--- config.mk ---
export PLATFORM = sky130hd
export DESIGN_NAME = alu_ctrl_fsm
export DESIGN_NICKNAME = d
export VERILOG_FILES = /design/src/rtl/alu_ctrl_fsm.sv
export SDC_FILE = /design/constraint.sdc
export NUM_CORES = 1
export LEC_CHECK = 0
export ABC_CLOCK_PERIOD_IN_PS = 4300
export CORE_MARGIN = 2
export CORE_UTILIZATION = 30
export DETAILED_ROUTE_END_ITERATION = 10
export GPL_TIMING_DRIVEN = 0
export PLACE_DENSITY = 0.57
export SKIP_LAST_GASP = 1
export SLEW_MARGIN = 20
export SYNTH_ARGS = -nofsm -noshare
export SYNTH_HDL_FRONTEND = slang
export SYNTH_SLANG_ARGS = --single-unit
--- constraint.sdc ---
create_clock -name clk -period 4.3 [get_ports clk]
set_input_delay 0.86 -clock clk [delete_from_list [all_inputs] [get_ports clk]]
set_output_delay 0.86 -clock clk [all_outputs]
set_load 0.02 [all_outputs]
--- src/rtl/alu_ctrl_fsm.sv ---
// Calculator control FSM: turns debounced button levels into press events,
// sequences operand loads (A then B) and cycles the ALU operation with a post-press lockout.
module alu_ctrl_fsm #(
    parameter int HOLD_CYCLES = 16,
    parameter int CNT_W       = 16
) (
    input  logic       clk,
    input  logic       rst_n,
    input  logic       enter,
    input  logic       sign,
    input  logic       reload,
    output logic [1:0] reg_ctrl,
    output logic [3:0] alu_ctrl,
    output logic [2:0] state_o,
    output logic       busy
);

    typedef enum logic [2:0] {
        LOAD_A = 3'b000,
        LOAD_B = 3'b001,
        OP_ADD = 3'b010,
        OP_SUB = 3'b011,
        OP_MOD = 3'b100
    } state_t;

    localparam logic [CNT_W-1:0] HOLD_VAL = CNT_W'(HOLD_CYCLES);
    localparam logic [CNT_W-1:0] CNT_ONE  = {{(CNT_W-1){1'b0}}, 1'b1};

    state_t           state_r;
    logic             enter_d_r;
    logic             sign_d_r;
    logic             reload_d_r;
    logic [CNT_W-1:0] cnt_r;
    logic [1:0]       reg_ctrl_r;
    logic [3:0]       alu_ctrl_r;
    logic             busy_r;

    logic enter_press_s;
    logic sign_press_s;
    logic reload_press_s;
    logic idle_s;

    assign enter_press_s  = enter & ~enter_d_r;
    assign sign_press_s   = sign & ~sign_d_r;
    assign reload_press_s = reload & ~reload_d_r;
    assign idle_s         = (cnt_r == {CNT_W{1'b0}});

    // Registered state, strobe, ALU command, edge history and lockout counter.
    always_ff @(posedge clk) begin
        if (!rst_n) begin
            state_r    <= LOAD_A;
            enter_d_r  <= 1'b1;
            sign_d_r   <= 1'b1;
            reload_d_r <= 1'b1;
            cnt_r      <= {CNT_W{1'b0}};
            reg_ctrl_r <= 2'b00;
            alu_ctrl_r <= 4'b0000;
            busy_r     <= 1'b0;
        end else begin
            enter_d_r  <= enter;
            sign_d_r   <= sign;
            reload_d_r <= reload;
            reg_ctrl_r <= 2'b00;

            if (sign_press_s) begin
                alu_ctrl_r[3] <= ~alu_ctrl_r[3];
            end

            if (!idle_s) begin
                cnt_r  <= cnt_r - CNT_ONE;
                busy_r <= (cnt_r > CNT_ONE);
            end else begin
                busy_r <= 1'b0;
            end

            // Presses are only honoured with the counter already at zero; the
            // counter load below overrides the decrement on an accepted press.
            if (idle_s) begin
                case (state_r)
                    LOAD_A: begin
                        if (enter_press_s) begin
                            state_r         <= LOAD_B;
                            reg_ctrl_r      <= 2'b01;
                            alu_ctrl_r[2:0] <= 3'b000;
                            cnt_r           <= HOLD_VAL;
                            busy_r          <= 1'b1;
                        end
                    end
                    LOAD_B: begin
                        if (enter_press_s) begin
                            state_r         <= OP_ADD;
                            reg_ctrl_r      <= 2'b10;
                            alu_ctrl_r[2:0] <= 3'b000;
                            cnt_r           <= HOLD_VAL;
                            busy_r          <= 1'b1;
                        end
                    end
                    OP_ADD, OP_SUB, OP_MOD: begin
                        if (reload_press_s) begin
                            state_r         <= LOAD_A;
                            alu_ctrl_r[2:0] <= 3'b000;
                            cnt_r           <= HOLD_VAL;
                            busy_r          <= 1'b1;
                        end else if (enter_press_s) begin
                            cnt_r  <= HOLD_VAL;
                            busy_r <= 1'b1;
                            if (state_r == OP_ADD) begin
                                state_r         <= OP_SUB;
                                alu_ctrl_r[2:0] <= 3'b001;
                            end else if (state_r == OP_SUB) begin
                                state_r         <= OP_MOD;
                                alu_ctrl_r[2:0] <= 3'b010;
                            end else begin
                                state_r         <= OP_ADD;
                                alu_ctrl_r[2:0] <= 3'b000;
                            end
                        end
                    end
                    default: begin
                        state_r         <= LOAD_A;
                        alu_ctrl_r[2:0] <= 3'b000;
                    end
                endcase
            end
        end
    end

    assign reg_ctrl = reg_ctrl_r;
    assign alu_ctrl = alu_ctrl_r;
    assign state_o  = state_r;
    assign busy     = busy_r;

endmodule

==> results.tsv <==
stage	metric	value	unit
pwr	combinational share of power	0.530	
routing	WL/cell	11.71	um
outcome	outcome	completed	
routing	DRT Wirelength	2.705	mm
pwr	clock share of power	0.131	
layout	Antenna diodes	0	
routing	vias after detailed routing	1123	
cts	Post-CTS Setup Repair Bufs	0	
floorplanning	core area	0.004444	mm2
cts	Post-CTS Hold Buffers	0	
timing	final hold violation count	0	
cts	Clock transition at path regs	0.10	ns
global_routing	global-route wire length before repair	4.416	mm
worst_setup_path	worst-path maximum fanout	10	
cts	H-Tree Depth	1	
cts	Resize count post-CTS	0	
cts	CTS tree	yes	
floorplanning	DIE WIDTH	72.56	um
routing	DRC	0	
timing	Final setup viols	0	
logic_synthesis	FF+latch count, synth	28	
routing	DR vias/cell	4.861	
global_routing	initial antenna violation count	0	
logic_synthesis	post-synthesis sequential area ratio	0.3975	
layout	Fillers	461	
logic_synthesis	multiplexer share of the synthesized area	0	
layout	Synth-to-Final Area Change	17.75	%
logic_synthesis	xor/xnor cell area share of the yosys netlist	0.06832	
layout	share of cells above drive strength 1	0.08939	
worst_setup_path	CP Data Required Time	4.48	ns
worst_setup_path	crit path DAT	2.64	ns
cts	clock tree buffer depth	2	
global_routing	vias in the first global route	1016	
layout	Final Util	0.3736	
routing	drt first pass iters	4	
placement	placed cell count	227	
pwr	NetSw	0.5647	mW
global_routing	global router's overall resource usage	0.1055	
timing	fin crit share	0.5737	
worst_setup_path	WS Path Type	in -> reg	
timing	min Tclk post-route	2.467	ns
routing	ANT nets after route	0	
worst_setup_path	Worst Setup End Kind	flip-flop	
timing	fin worst setup slack	1.833	ns
placement	post-detail-place hpwl	1.966	mm
global_routing	GR Overflow Total	0	
layout	final cell count without fillers	231	
worst_setup_path	reg2reg start	cnt_r[2]$_SDFF_PN0_	
logic_synthesis	Yosys cell types	40	
placement	buffers added on ports	13	
floorplanning	die height	72.56	um
placement	Post-DP Area	0.001605	mm2
cts	root buffer cell	clkbuf_8	
min_path	Hold Startpoint	alu_ctrl[1]$_SDFFE_PN0P_	
timing	RSZ-0062 raised after global routing	no	
layout	commonest cells after routing, fill and taps aside	dfxtp_1 (28), nor2_1 (20), clkdlybuf4s50_1 (13)	
layout	commonest non-fill, non-tap cell in the layout	dfxtp_1	
global_routing	largest net degree at the start of global routing	16	
logic_synthesis	post-synthesis adder-cell area fraction	0.02662	
pwr	P_leak	0.6009	nW
layout	FF/Latch Area	560.5	um2
logic_synthesis	Post-Syn Instances	162	
logic_synthesis	Synth Area in Simple Gates	0.2972	
timing	clk_skew	0.003862	ns
timing	achievable clock frequency	405.4	MHz
layout	Final Cell Area	0.001660	mm2
cts	clk sinks	28	
timing	setup TNS	0	ns
routing	DR iter-0 viols	36	
logic_synthesis	area of the mapped netlist	0.001410	mm2
logic_synthesis	YS warnings	0	
timing	hold slack final	0.4615	ns
placement	Setup WS pre-CTS	1.543	ns
worst_setup_path	CP Launch Point	reload	
pwr	Switching Fraction	0.4521	
cts	CTS buffer count	3	
job	Max-cap violations	0	
placement	gpl congestion	0.7697	
pwr	PwrDens	752.3	mW/mm2
pwr	Final Power	1.249	mW
logic_synthesis	syn nets	170	
logic_synthesis	compound-gate portion of the synthesized area	0.1500	
cts	Clk Latency, worst-skew pair	0.27	ns
floorplanning	die area	0.005265	mm2
floorplanning	row cnt	24	
timing	Slew Limit Fails	0	
layout	multi-input logic area	768.2	um2
pwr	Internal	0.6844	mW
pwr	Flop pwr share	0.339	
logic_synthesis	largest family of logic cells by synthesized area	simple AND/OR/NAND/NOR gates	
min_path	Hold Crit Class	reg -> reg	
floorplanning	starting density of the core	0.3173	
worst_setup_path	element type at the critical path start	input port	
pwr	maximum VDD drop	0.0002635	V
layout	nets	188	
logic_synthesis	syn avg cell area	8.704	um2
floorplanning	IO Pins	15	
==> Yosys cell counts, drive strengths merged <==
library cell  instances  area share
a211oi                1      0.0053
a21oi                 6       0.021
a22o                  1      0.0062
a311oi                1       0.019
and2                  3       0.013
and3                  1      0.0044
buf                   5       0.026
clkbuf                7       0.019
conb                  1      0.0027
dfxtp                28        0.40
ha                    3       0.027
inv                   5       0.013
nand2                10       0.027
nand2b                7       0.031
nand3                10       0.039
nand3b                1      0.0053
nand4                 6       0.027
nor2                 20       0.053
nor2b                 2      0.0089
nor3                  2      0.0071
nor3b                 1      0.0053
nor4                  7       0.052
nor4b                 1       0.011
o211ai                1      0.0053
o21a                  1      0.0053
o21ai                12       0.043
o31a                  1      0.0062
o31ai                 1      0.0053
o41a                  1      0.0080
o41ai                 2       0.026
or2                   2      0.0089
or3                   1      0.0044
xnor2                 2       0.012
xor2                  9       0.056
==> registers in the layout, summed over array words and instances, names as in the netlist <==
signal and flops:
state_o 3, busy 1, alu_ctrl 3, cnt_r 16
reload_d_r 1, sign_d_r 1, reg_ctrl 2, enter_d_r 1
==> layout make-up <==
type / instances / area share
multi-input cells: 117 / 0.4627
flip-flops and latches: 28 / 0.3376
repair buffers: 13 / 0.07837
well taps: 52 / 0.03919
plain buffers: 12 / 0.03768
clock buffers: 4 / 0.03316
inverters: 5 / 0.01130
==> power by group through the flow <==
| stage | logic (mW) | clock network, mW | registers [mW] |
|---|---|---|---|
| finish | 0.662 | 0.164 | 0.424 |
| floorplan | 0.530 | 0 | 0.423 |
| detailed placement | 0.664 | 0 | 0.431 |
| global route | 0.732 | 0.180 | 0.435 |
| global placement | 0.658 | 0 | 0.430 |
| CTS | 0.668 | 0.174 | 0.425 |
==> critical path, stage by stage <==
cell             delay (ns)
clkdlybuf4s50_1        0.48
nand2b_1               0.07
o21ai_0                0.19
nand3_1                0.21
o41ai_4                0.56
buf_6                  0.21
nor2_1                 0.06
==> metal layers <==
layer / GRT usage / up-vias / share of wire
li1: - / 592 / -
met1: 0.1286 / 514 / 0.48
met2: 0.1808 / 15 / 0.48
met3: 0.03333 / 2 / 0.026
met4: 0.02469 / 0 / 0.0089
met5: 0 / - / 0
==> logic make-up (layout without fill, tap and decap cells) <==
family | after synthesis | in the layout
other | 1 | 1
xor gates and xnor gates | 11 | 11
adders and majority gates | 3 | 3
DFF | 28 | 28
buffers and inverters | 17 | 34
and+or+nand+nor | 74 | 74
AOI/OAI and AO/OA | 28 | 28
==> final timing paths <==
| check | endpoint | slack, ns | depth (start not counted) |
|---|---|---|---|
| min reg2reg | alu_ctrl[1]$_SDFFE_PN0P_ | 0.46 | 2 |
| max | cnt_r[14]$_SDFF_PN0_ | 1.83 | 7 |
| min | alu_ctrl[1]$_SDFFE_PN0P_ | 0.46 | 2 |
| max reg2reg | cnt_r[14]$_SDFF_PN0_ | 2.35 | 6 |
Note: power is estimated with default switching activity, not from simulation.
